===== src/rtl/ex_alu_unit.sv =====
`default_nettype none
// ============================================================================
//  Module      : ex_alu_unit
//  Description : Execute-stage ALU with a valid/ready handshake on both
//                sides. Logic ops, add/sub and slt complete in one cycle.
//                Shifts are performed iteratively, one bit per cycle, and
//                stall the upstream stage through in_ready.
//  Revision    : 1.0 - initial release
// ============================================================================
module ex_alu_unit #(
  parameter int WIDTH = 32  // shift amount is b[4:0], so WIDTH must be >= 32
) (
  input  logic             clk,
  input  logic             reset,
  input  logic             in_valid,
  output logic             in_ready,
  input  logic [3:0]       aluctl,
  input  logic [WIDTH-1:0] a,
  input  logic [WIDTH-1:0] b,
  input  logic [4:0]       rd_in,
  output logic             out_valid,
  input  logic             out_ready,
  output logic [WIDTH-1:0] result,
  output logic             zero,
  output logic [4:0]       rd_out
);

  localparam logic [3:0] c_op_and = 4'b0000;
  localparam logic [3:0] c_op_or  = 4'b0001;
  localparam logic [3:0] c_op_add = 4'b0010;
  localparam logic [3:0] c_op_sll = 4'b0011;
  localparam logic [3:0] c_op_srl = 4'b0100;
  localparam logic [3:0] c_op_sra = 4'b0101;
  localparam logic [3:0] c_op_sub = 4'b0110;
  localparam logic [3:0] c_op_slt = 4'b0111;
  localparam logic [3:0] c_op_xor = 4'b1100;

  typedef enum logic [1:0] {
    S_IDLE  = 2'd0,
    S_SHIFT = 2'd1,
    S_HOLD  = 2'd2
  } state_e;

  state_e           state_q, state_d;
  logic [WIDTH-1:0] result_q, result_d;
  logic             zero_q, zero_d;
  logic [4:0]       rd_q, rd_d;
  logic [WIDTH-1:0] sh_q, sh_d;
  logic [4:0]       cnt_q, cnt_d;
  logic [3:0]       op_q, op_d;

  logic             w_accept;
  logic             w_is_shift;
  logic [WIDTH-1:0] w_alu;
  logic [WIDTH-1:0] w_sh_next;
  logic [WIDTH-1:0] w_fast_res;

  // Upstream may hand over a new op when idle, or when the held result
  // leaves on this same edge; never while shifting or under reset.
  assign in_ready = ~reset & ((state_q == S_IDLE) | ((state_q == S_HOLD) & out_ready));
  assign w_accept = in_valid & in_ready;

  assign w_is_shift = (aluctl == c_op_sll) | (aluctl == c_op_srl) | (aluctl == c_op_sra);

  // Single-cycle datapath; unknown codes produce zero.
  always_comb begin
    w_alu = '0;
    case (aluctl)
      c_op_and: w_alu = a & b;
      c_op_or:  w_alu = a | b;
      c_op_add: w_alu = a + b;
      c_op_sub: w_alu = a - b;
      c_op_xor: w_alu = a ^ b;
      c_op_slt: w_alu = {{(WIDTH-1){1'b0}}, ($signed(a) < $signed(b))};
      default:  w_alu = '0;
    endcase
  end

  // A shift by zero is just a pass-through of operand A.
  assign w_fast_res = w_is_shift ? a : w_alu;

  // One-bit shift step applied to the working register each SHIFT cycle.
  always_comb begin
    w_sh_next = sh_q;
    case (op_q)
      c_op_sll: w_sh_next = {sh_q[WIDTH-2:0], 1'b0};
      c_op_srl: w_sh_next = {1'b0, sh_q[WIDTH-1:1]};
      c_op_sra: w_sh_next = {sh_q[WIDTH-1], sh_q[WIDTH-1:1]};
      default:  w_sh_next = sh_q;
    endcase
  end

  // Next-state and datapath update; a new accept overrides the state's own
  // transition so a transfer and an accept can share one edge.
  always_comb begin
    state_d  = state_q;
    result_d = result_q;
    zero_d   = zero_q;
    rd_d     = rd_q;
    sh_d     = sh_q;
    cnt_d    = cnt_q;
    op_d     = op_q;

    case (state_q)
      S_SHIFT: begin
        sh_d  = w_sh_next;
        cnt_d = cnt_q - 5'd1;
        if (cnt_q == 5'd1) begin
          result_d = w_sh_next;
          zero_d   = (w_sh_next == '0);
          state_d  = S_HOLD;
        end
      end
      S_HOLD: begin
        if (out_ready) begin
          state_d = S_IDLE;
        end
      end
      default: state_d = state_q;
    endcase

    if (w_accept) begin
      rd_d = rd_in;
      if (w_is_shift && (b[4:0] != 5'd0)) begin
        sh_d    = a;
        cnt_d   = b[4:0];
        op_d    = aluctl;
        state_d = S_SHIFT;
      end else begin
        result_d = w_fast_res;
        zero_d   = (w_fast_res == '0);
        state_d  = S_HOLD;
      end
    end
  end

  // State register with synchronous reset that discards any in-flight op.
  always_ff @(posedge clk) begin
    if (reset) begin
      state_q  <= S_IDLE;
      result_q <= '0;
      zero_q   <= 1'b0;
      rd_q     <= '0;
      sh_q     <= '0;
      cnt_q    <= '0;
      op_q     <= '0;
    end else begin
      state_q  <= state_d;
      result_q <= result_d;
      zero_q   <= zero_d;
      rd_q     <= rd_d;
      sh_q     <= sh_d;
      cnt_q    <= cnt_d;
      op_q     <= op_d;
    end
  end

  assign out_valid = (state_q == S_HOLD);
  assign result    = result_q;
  assign zero      = zero_q;
  assign rd_out    = rd_q;

endmodule
`default_nettype wire


===== config.mk =====
export PLATFORM = sky130hd
export DESIGN_NAME = ex_alu_unit
export DESIGN_NICKNAME = d
export VERILOG_FILES = /design/src/rtl/ex_alu_unit.sv
export SDC_FILE = /design/constraint.sdc
export NUM_CORES = 1
export LEC_CHECK = 0
export ABC_AREA = 1
export CORE_ASPECT_RATIO = 1.75
export CORE_UTILIZATION = 59
export DETAILED_ROUTE_END_ITERATION = 8
export GPL_ROUTABILITY_DRIVEN = 0
export PLACE_DENSITY = 0.82
export SYNTH_ARGS = -nofsm -noshare
export SYNTH_HDL_FRONTEND = slang
export SYNTH_SLANG_ARGS = --single-unit

===== constraint.sdc =====
create_clock -name clk -period 3 [get_ports clk]
set_input_delay 0.6 -clock clk [delete_from_list [all_inputs] [get_ports clk]]
set_output_delay 0.6 -clock clk [all_outputs]
set_load 0.01 [all_outputs]

==> impl_metrics.tcl, run 1 <==
set metrics [dict create \
    syn_area_mm2 0.0111 \
    synth_edf_count 0 \
    stop_error "[ERROR GRT-0232] Routing congestion too high. Check the congestion heatmap in the GUI." \
    place_ws_ns -0.657 \
    cts.hold.buffers_added 0 \
    grtUsageTotal_pct 78.1 \
    rows 65 \
    yosysTopAreaCell "nand2_1" \
    synthArstFlopShare_pct 0 \
    status "did not finish" \
    cts_max_path_buffers 2 \
    synth.avg_cell_area_um2 5.49 \
    yosys.area.top_type_share_pct 21.6 \
    synth.distinct_cells 45 \
    numPortBuffers 116 \
    die_w_um 105 \
    endpoint_type "sequential cell input" \
    syn_inst 2013 \
    die_h_um 183 \
    yosys_warnings 0 \
    initial_core_util_pct 60.7 \
    stop_stage "global routing (5_1_grt)" \
    cts_root_buf "clkbuf_16" \
    synth_fp_nets 2202 \
    ios 117 \
    h-tree-depth 3 \
    worst_endpoint "zero$_SDFF_PP0_/D" \
    grt_max_degree 52 \
    synth_seq_area_share_pct 14.7 \
    cts_buffers 9 \
    ys.flop_type "dfxtp_1" \
    synthTopCellsByArea "nand2_1 22%, dfxtp_1 15%, ha_1 12%, inv_1 12%, nand3_1 6.7%" \
    dpl.hpwl_um 37300 \
    ys_ff_latch 81 \
    grt_overflow_total 302 \
    clock_sinks 81 \
]
## Yosys cell counts, types with 2 or more instances
cell        n
a211oi_1    2
a21oi_1   125
a221oi_1    2
a311oi_1    9
a31oi_1    15
and2_1      5
buf_2      33
buf_4       5
buf_6       3
clkbuf_1   37
clkinv_1    2
dfxtp_1    81
fa_1        2
ha_1      110
inv_1     349
inv_2       7
nand2_1   636
nand3_1   148
nand4_1    29
nor2_1    172
nor2_2      6
nor3_1     21
nor3_2      2
nor4_1      3
o211ai_1    5
o21ai_0   113
o21ai_1     2
o21bai_1   12
o221ai_1   22
o221ai_2    3
o22ai_1    37
xor2_1      2
## repair_timing
action | in CTS
endpoints found under the setup margin | 7
pin swaps | 13
resized for setup | 76
buffers inserted | 3
## routing by layer
metal	GRT overflow	GRT usage, %
met1	2	74.9
met2	206	99.1
met3	3	59.0
met4	91	84.2
met5	0	21.2
## through the flow
stage	instances	hold slack, ns	cell area, um2	setup TNS [ns]
after floorplan	2013	0.472	11100	0
after global placement	2599	0.449	14600	-6.15
after detailed placement	2599	0.459	14600	-7.25
after CTS	2618	0.466	15200	0
## cells by family after synthesis
family          Yosys count  synth area share, %
flops                    81                 14.7
fa+ha+maj               112                 12.8
xor+xnor                  2                0.158
buf+inv                 439                 15.7
simple gates           1028                 38.2
compound gates          351                 18.4
==> run 2: changes to the inputs <==
- CORE_ASPECT_RATIO: 1.75 -> not set
- CORE_UTILIZATION: 59 -> 40
- PLACE_DENSITY: 0.82 -> not set
- PLACE_DENSITY_LB_ADDON: not set -> 0.15
==> run 2 against run 1 <==
  * The flow now finishes without violations
  * Synthesized area did not move
  * Synthesized cell count did not move
==> impl_metrics.tcl, run 2 <==
set metrics [dict create \
    coreArea_mm2 0.0270 \
    grtUsageTotal_pct 33.6 \
    period_minus_slack_ns 2.92 \
    synthTopCellsByCount "636 x nand2_1, 349 x inv_1, 172 x nor2_1" \
    cts_root_buf "clkbuf_16" \
    worstPathArrival_ns 3.19 \
    numPortBuffers 116 \
    synth_edf_count 0 \
    cts_tree "yes" \
    drt_wl_total_um 49100 \
    grt_overflow_total 0 \
    die_area_mm2 0.0283 \
    place_ws_ns -0.697 \
    synth_fp_nets 2202 \
    synth_seq_area_share_pct 14.7 \
    synthArstFlopShare_pct 0 \
    layout-drive-gt1-share_pct 29.7 \
    wl_per_cell_um 17.6 \
    mostFrequentLayoutCells "557 x nand2_1, 364 x buf_4, 291 x inv_1" \
    final_common_cell "nand2_1" \
    finalCritPeriodShare_pct 97.2 \
    die_h_um 168 \
    fin_nets 2634 \
    yosys.area.top_type_share_pct 21.6 \
    cp.required_ns 3.28 \
    finalSetupViolations 0 \
    h-tree-depth 3 \
    rows 60 \
    fill_cells 2587 \
    ant_nets 0 \
    slew_viol_final 0 \
    max-slew-margin-rel_pct 60.1 \
    syn_area_mm2 0.0111 \
    cp_max_fo 4 \
    synth.distinct_cells 45 \
    setup_slack_ns 0.0847 \
    fin_skew_ns 0.00790 \
    finalHoldViolCount 0 \
    ys.flop_type "dfxtp_1" \
    max_cap_viol_count 0 \
    cts.hold.buffers_added 0 \
    cp-end-kind "register" \
    holdWs_ns 0.461 \
    yosys.cell_count.top_type "nand2_1" \
    postLayoutCoreUtil_pct 62.7 \
    finalPower_w 0.00493 \
    hold_class "reg2reg" \
    worst_pin_slew_ns 0.598 \
    post_drt_via_cell_ratio 5.42 \
    final_cells 2791 \
    drt_pass1_iterations 5 \
    crit_type "in2reg" \
    n_antenna_cell 0 \
    clk_pin_slew_ns 0.06 \
    clock_sinks 81 \
    ys_ff_latch 81 \
    dpl.hpwl_um 38900 \
    yosysTopAreaCell "nand2_1" \
    initial_core_util_pct 40.9 \
    syn_to_final_growth_pct 53.2 \
    grt_pass1_wl_um 74800 \
    start_kind "input pin" \
    ios 117 \
    die_w_um 168 \
    via_count 15115 \
    drt_iter0_markers 1743 \
    yosys_warnings 0 \
    cts_buffers 9 \
    worstSkewPairLatency_ns 0.34 \
    drc 0 \
    synth.avg_cell_area_um2 5.49 \
    reg2reg_setup_slack_ns 0.52 \
    dp.cells 2752 \
    ir_drop_mv 0.229 \
    grt_pass1_vias 14057 \
    cts_max_path_buffers 2 \
    grt_antenna_before_repair 0 \
    syn_inst 2013 \
    powerDensity_mw_per_mm2 291 \
    fmax_ghz 0.343 \
    p_leak_nw 8.92 \
    status "completed" \
    grt_max_degree 52 \
    synthTopCellsByArea "nand2_1 22%, dfxtp_1 15%, ha_1 12%, inv_1 12%, nand3_1 6.7%" \
]
[run 2: cell counts after synthesis]
Identical to the previous run, type by type.
[run 2: final cells by class]
cell class / instances / area (um2) / share of cell area (%)
multi-input combinational: 1493 / 8940 / 52.8
timing repair buffer: 501 / 4300 / 25.4
tap: 341 / 427 / 2.52
clock inverter: 5 / 55.1 / 0.325
inverter: 359 / 1350 / 7.98
clock buffer: 11 / 243 / 1.43
sequential: 81 / 1620 / 9.57
[run 2: worst max-delay path: stages]
cell and delay [ns]:
clkdlybuf4s50_1 0.51, inv_1 0.09, ha_4 0.32, buf_4 0.13
nand2_1 0.08, inv_1 0.11, nand3_1 0.12, nand3b_1 0.26
nand2_1 0.11, nand2_1 0.05, nand3_1 0.09, nand3_2 0.13
nor2_2 0.16, nand2_1 0.08, nor2_2 0.12, nand3_1 0.10
a21oi_2 0.12
[run 2: cells by family (layout without fill, tap and decap cells)]
family / Yosys count / in the layout / synth area share, %
flops: 81 / 81 / 14.7
buf+inv: 439 / 876 / 15.7
simple gates: 1028 / 1028 / 38.2
xor+xnor: 2 / 2 / 0.158
compound gates: 351 / 351 / 18.4
fa+ha+maj: 112 / 112 / 12.8
[run 2: worst paths after layout]
path / cells past startpoint / from / endpoint
worst max-delay path: 17 / b[24] / zero
worst min-delay path: 2 / rd_out[2] / rd_out[2]
worst min register to register: 2 / rd_out[2] / rd_out[2]
worst max register to register: 12 / op_q[1] / zero
[run 2: metrics by stage]
| stage | setup TNS (ns) | cell area (um2) |
|---|---|---|
| finish | 0 | 16900 |
| global route | -0.0516 | 16900 |
| CTS | 0 | 15900 |
| detailed placement | -8.64 | 15100 |
| global placement | -7.51 | 15100 |
| floorplan | 0 | 11100 |
[run 2: repair_timing]
action                     in CTS  in global routing
gates resized for setup       112                309
setup buffers                   6                 17
pin swaps                      21                 93
setup endpoints to repair      10                 18
[run 2: routing by layer]
metal | up-vias | global-route usage (%) | routed length, um | share of wire, %
met2 | 749 | 55.3 | 22200 | 45
met3 | 146 | 2.80 | 3770 | 7.7
met1 | 6923 | 45.1 | 21000 | 43
li1 | 7297 | - | - | -
met5 | - | 0 | 0 | 0
met4 | 0 | 14.0 | 2150 | 4.4
[run 2: power by group]
group	total, W	switching (W)	internal (W)
Combinational	0.00263	0.00147	0.00116
Sequential	0.00118	0.0000397	0.00114
Clock	0.00112	0.000458	0.000665
Total	0.00493	0.00196	0.00297
(Power assumes the default switching activity.)
==> run 3: changes to the inputs <==
- ABC_AREA: 1 -> not set
- SETUP_SLACK_MARGIN: not set -> 0.02
==> run 3 against run 2 <==
  * Highest routed layer unchanged
  * Count of clock-buffer cells in the layout decreased by 1
  * Setup slack got worse by 1.2 ns
  * Die area decreased by 6.2%
  * Synthesized cell count decreased by 25%
  * The flow now finishes with violations (negative setup slack)
  * Clock power increased by 9%
  * Critical path depth decreased by 4
  * First-iteration DRC count increased by 8.2%
  * Sequential share of layout area decreased by 0.35 points
  * Flip-flop and latch count unchanged
  * Total power increased by 7.2%
==> impl_metrics.tcl, run 3 <==
set metrics [dict create \
    drc 0 \
    fin_skew_ns 0.00805 \
    grt.busiest_layer "met2" \
    ir_drop_mv 0.324 \
    grt_max_degree 76 \
    synth_fp_nets 1696 \
    n_antenna_cell 0 \
    status "finished, violations left" \
    hold_class "reg2reg" \
    period_minus_slack_ns 4.09 \
    cts_max_path_buffers 2 \
    yosys.area.top_type_share_pct 15.6 \
    numPortBuffers 116 \
    initial_core_util_pct 40.9 \
    postLayoutCoreUtil_pct 69.5 \
    dpl.hpwl_um 35600 \
    ys_ff_latch 81 \
    grt_overflow_total 0 \
    worstPathArrival_ns 4.38 \
    syn_inst 1507 \
    start_kind "register" \
    p_leak_nw 7.60 \
    synth_edf_count 0 \
    worstSkewPairLatency_ns 0.35 \
    wl_per_cell_um 20.3 \
    syn_area_mm2 0.0104 \
    max_cap_viol_count 0 \
    via_count 14546 \
    yosysTopAreaCell "dfxtp_1" \
    synthTopCellsByCount "176 x a21oi_1, 166 x nor2_1, 138 x nand2_1" \
    drt_pass1_iterations 6 \
    h-tree-depth 3 \
    synth.avg_cell_area_um2 6.88 \
    synthArstFlopShare_pct 0 \
    use_met1_pct 46.9 \
    setup_slack_ns -1.09 \
    synthTopCellsByArea "dfxtp_1 16%, ha_1 13%, a21oi_1 8.5%, nor2_1 6.0%, nand2_1 5.0%" \
    powerDensity_mw_per_mm2 301 \
    fill_cells 2005 \
    crit_type "reg2reg" \
    clock_sinks 81 \
    layout-drive-gt1-share_pct 39.8 \
    cp-end-kind "register" \
    syn_to_final_growth_pct 69.7 \
    placed_area_mm2 0.0155 \
    grt_pass1_vias 13499 \
    synth_seq_area_share_pct 15.6 \
    coreArea_mm2 0.0253 \
    finalSetupViolations 17 \
    rsz0062_at_grt "yes" \
    synth.distinct_cells 87 \
    finalPower_w 0.00529 \
    cp.required_ns 3.29 \
    ys.flop_type "dfxtp_1" \
    yosys_warnings 0 \
    met2_usage_pct 55.1 \
    worst_pin_slew_ns 0.867 \
    cts_tree "yes" \
    yosys.cell_count.top_type "a21oi_1" \
    die_area_mm2 0.0266 \
    clk_pin_slew_ns 0.06 \
    regArea_mm2 0.00162 \
    grt_antenna_before_repair 0 \
    ant_nets 0 \
    final_common_cell "buf_4" \
    cts_root_buf "clkbuf_16" \
    finalCritPeriodShare_pct 136 \
    drt_iter0_markers 1886 \
    met3_usage_pct 5.40 \
    max-slew-margin-rel_pct 41.5 \
    cts_buffers 9 \
    drt_wl_total_um 48800 \
    grtUsageTotal_pct 35.2 \
    slew_viol_final 0 \
    postLayoutCellArea_mm2 0.0176 \
    die_w_um 163 \
    rows 58 \
    finalHoldViolCount 0 \
    fin_nets 2258 \
    grt_pass1_wl_um 73500 \
    mostFrequentLayoutCells "474 x buf_4, 157 x nor2_1, 142 x a21oi_1" \
    fmax_ghz 0.244 \
    post_drt_via_cell_ratio 6.05 \
    multi_input_comb_area_mm2 0.00917 \
    cp_max_fo 10 \
    holdWs_ns 0.477 \
    ios 117 \
    violations "negative setup slack" \
    die_h_um 163 \
]
-- run 3: final timing paths --
| path | startpoint | depth (start not counted) | to | slack [ns] |
|---|---|---|---|---|
| worst max register to register | op_q[3] | 13 | zero | -1.09 |
| worst max-delay path | op_q[3] | 13 | zero | -1.09 |
| worst min-delay path | rd_out[1] | 2 | rd_out[1] | 0.48 |
| worst min register to register | rd_out[1] | 2 | rd_out[1] | 0.48 |
-- run 3: final cells by class --
| cell class | count | area share, % |
|---|---|---|
| Multi-Input combinational cell | 1207 | 52.1 |
| Timing Repair Buffer | 661 | 31.9 |
| Sequential cell | 81 | 9.22 |
| Inverter | 109 | 2.55 |
| Tap cell | 330 | 2.35 |
| Clock buffer | 10 | 1.30 |
| Clock inverter | 6 | 0.512 |
-- run 3: repair_timing --
item                                    4_1_cts  5_1_grt
hold buffers                                  0        0
pin swaps                                    66       76
cloned                                        2        0
resized for setup                           265      186
endpoints found under the setup margin       28       54
setup buffers                                31       29
-- run 3: worst max-delay path, cell delays in order (launching register included) --
cell	delay (ns)
dfxtp_1	0.31
buf_4	0.17
and4bb_4	0.42
buf_4	0.20
a22oi_1	0.10
o31ai_1	0.09
nand4_1	0.14
or4_4	0.45
o41ai_4	0.47
or4b_1	0.48
or3_1	0.34
or4_4	0.52
nor4_4	0.15
a31o_1	0.18
-- run 3: stage by stage --
stage / worst slack [ns] / TNS (ns) / std cells
6_report: -1.09 / -7.58 / 2404
5_1_grt: -1.17 / -9.36 / 2404
4_1_cts: -0.994 / -6.66 / 2382
3_5_place_dp: -1.79 / -33.34 / 2337
3_3_place_gp: -1.72 / -32.25 / 2337
2_1_floorplan: -0.932 / -1.92 / 1507
-- run 3: logic make-up (layout without fill, tap and decap cells) --
logic type | Yosys count | count (layout) | share of synthesized area, %
adders and majority gates | 112 | 112 | 13.7
xor gates and xnor gates | 8 | 8 | 0.676
and+or+nand+nor | 499 | 499 | 23.0
buffers and inverters | 219 | 786 | 8.10
muxes | 11 | 11 | 1.06
DFF | 81 | 81 | 15.6
AOI/OAI and AO/OA | 577 | 577 | 37.9
-- run 3: layer usage --
metal  vias to the layer above  wire length [um]
met1                      6780             19800
met5                         -                 0
met2                       878             21600
li1                       6695                 -
met3                       193              4840
met4                         0              2630
-- run 3: report_power, final --
part | switching (W) | internal [W]
clock | 0.000481 | 0.000734
sequential | 0.0000418 | 0.00113
combinational | 0.00147 | 0.00143
total | 0.00199 | 0.00330
==> run 4: changes to the inputs <==
- CORE_ASPECT_RATIO: not set -> 0.7
- SKIP_LAST_GASP: not set -> 1
- clock period: 3 -> 4.9 ns (I/O delays scaled with it)
==> run 4 against run 3 <==
  * The run now ends clean
  * Largest cell class unchanged
  * Count of clock-buffer cells in the layout fell by 1
  * Critical endpoint unchanged
  * Final cell count decreased by 13%
  * Flip-flop and latch count unchanged
  * Clock power shrank 26%
==> impl_metrics.tcl, run 4 (synthesis results as in run 3) <==
set metrics [dict create \
    status "completed" \
    grt_antenna_before_repair 0 \
    ios 117 \
    pwr-share-comb_pct 43.5 \
    slew_viol_final 0 \
    worstPathArrival_ns 5.01 \
    start_kind "input pin" \
    n_antenna_cell 0 \
    grt_max_degree 82 \
    mostFrequentLayoutCells "227 x buf_4, 174 x a21oi_1, 165 x nor2_1" \
    grt_pass1_wl_um 67700 \
    swShare_pct 35.9 \
    power_switching_w 0.00104 \
    met2_usage_pct 46.4 \
    drt_iter0_markers 1822 \
    drc 0 \
    grt.busiest_layer "met1" \
    fin_skew_ns 0.0112 \
    numPortBuffers 116 \
    finalCritPeriodShare_pct 96.3 \
    coreArea_mm2 0.0250 \
    initial_core_util_pct 41.4 \
    powerDensity_mw_per_mm2 211 \
    cp-end-kind "register" \
    fin_nets 1941 \
    drt_pass1_iterations 8 \
    ir_drop_mv 0.150 \
    cts_root_buf "clkbuf_16" \
    period_minus_slack_ns 4.72 \
    hold_class "reg2reg" \
    power.share.clock_pct 31.1 \
    max-slew-margin-rel_pct 29.5 \
    dpl.hpwl_um 33800 \
    drt_wl_total_um 43500 \
    crit_type "in2reg" \
    wl_per_cell_um 20.9 \
    fill_cells 2454 \
    cp.required_ns 5.19 \
    cts_buffers 9 \
    grt_overflow_total 0 \
    rows 48 \
    worstSkewPairLatency_ns 0.35 \
    holdWs_ns 0.477 \
    clock_sinks 81 \
    seq_power_share_pct 25.4 \
    post_drt_via_cell_ratio 6.28 \
    finalHoldViolCount 0 \
    syn_to_final_growth_pct 32.7 \
    clk_pin_slew_ns 0.07 \
    worst_pin_slew_ns 1.06 \
    final_common_cell "buf_4" \
    fmax_ghz 0.212 \
    finalSetupViolations 0 \
    internal_power_w 0.00186 \
    grtUsageTotal_pct 32.3 \
    cp_max_fo 3 \
    placed_area_mm2 0.0132 \
    max_cap_viol_count 0 \
    h-tree-depth 3 \
    die_area_mm2 0.0266 \
    die_w_um 194 \
    cts.hold.buffers_added 0 \
    cts_max_path_buffers 2 \
    ant_nets 0 \
    grt_pass1_vias 11833 \
    postLayoutCellArea_mm2 0.0138 \
    use_met1_pct 47.7 \
    cts_tree "yes" \
    p_leak_nw 5.70 \
    rsz0062_at_grt "no" \
    via_count 13067 \
    die_h_um 137 \
    met3_usage_pct 6.85 \
    layout-drive-gt1-share_pct 16.7 \
]
==> run 4: worst max-delay path: stages <==
cell and delay, ns:
dlygate4sd2_1 0.31, ha_2 0.23, fa_1 0.39, o21ba_2 0.25
a2111o_1 0.44, and2_1 0.17, a221o_1 0.36, a21oi_2 0.15
nand2_1 0.07, or4b_4 0.50, or3_1 0.35, or4_4 0.52
nor4_4 0.14, a31o_1 0.16
==> run 4: stage by stage <==
| stage | power [W] | TNS (ns) | util (%) | worst slack (ns) | instances |
|---|---|---|---|---|---|
| 2_1_floorplan | 0.00137 | 0 | - | 0.244 | 1507 |
| 3_3_place_gp | 0.00194 | -0.715 | 52.8 | -0.531 | 2063 |
| 3_5_place_dp | 0.00195 | -1.02 | 52.8 | -0.623 | 2063 |
| 4_1_cts | 0.00284 | 0 | 54.5 | 0.0323 | 2079 |
| 5_1_grt | 0.00302 | 0 | 54.9 | 0.0377 | 2082 |
| 6_report | 0.00290 | 0 | 54.9 | 0.179 | 2082 |
==> run 4: worst paths after layout <==
| path | slack, ns | to | startpoint | cells after the start |
|---|---|---|---|---|
| max | 0.18 | zero | b[0] | 14 |
| min | 0.48 | rd_out[3] | rd_out[3] | 2 |
| max reg2reg | 0.39 | zero | op_q[3] | 12 |
| min reg2reg | 0.48 | rd_out[3] | rd_out[3] | 2 |
==> run 4: cell type report <==
cell class / instances / area (um2) / share of cell area (%)
multi-input combinational: 1207 / 8050 / 58.5
tap: 325 / 407 / 2.96
inverter: 109 / 409 / 2.97
clock buffer: 9 / 225 / 1.64
timing repair buffer: 344 / 2880 / 20.9
clock inverter: 7 / 164 / 1.19
sequential: 81 / 1620 / 11.8
==> run 4: metal layers <==
layer	vias to the layer above	part of all wire, %
met5	-	0
met2	838	39
met3	95	12
met1	6081	46
li1	6053	-
met4	0	3.1
==> run 4: repair_timing <==
action / 4_1_cts / 5_1_grt
setup buffers: 0 / 3
setup endpoints to repair: 1 / 1
pin swaps: 3 / 9
gates resized for setup: 17 / 17
==> run 4: power groups by stage <==
stage	Clock [W]	Combinational [W]	Sequential [W]
after floorplan	0	0.000630	0.000743
after global placement	0	0.00119	0.000748
after detailed placement	0	0.00120	0.000749
after CTS	0.000900	0.00121	0.000734
after global routing	0.000926	0.00136	0.000740
final	0.000900	0.00126	0.000737
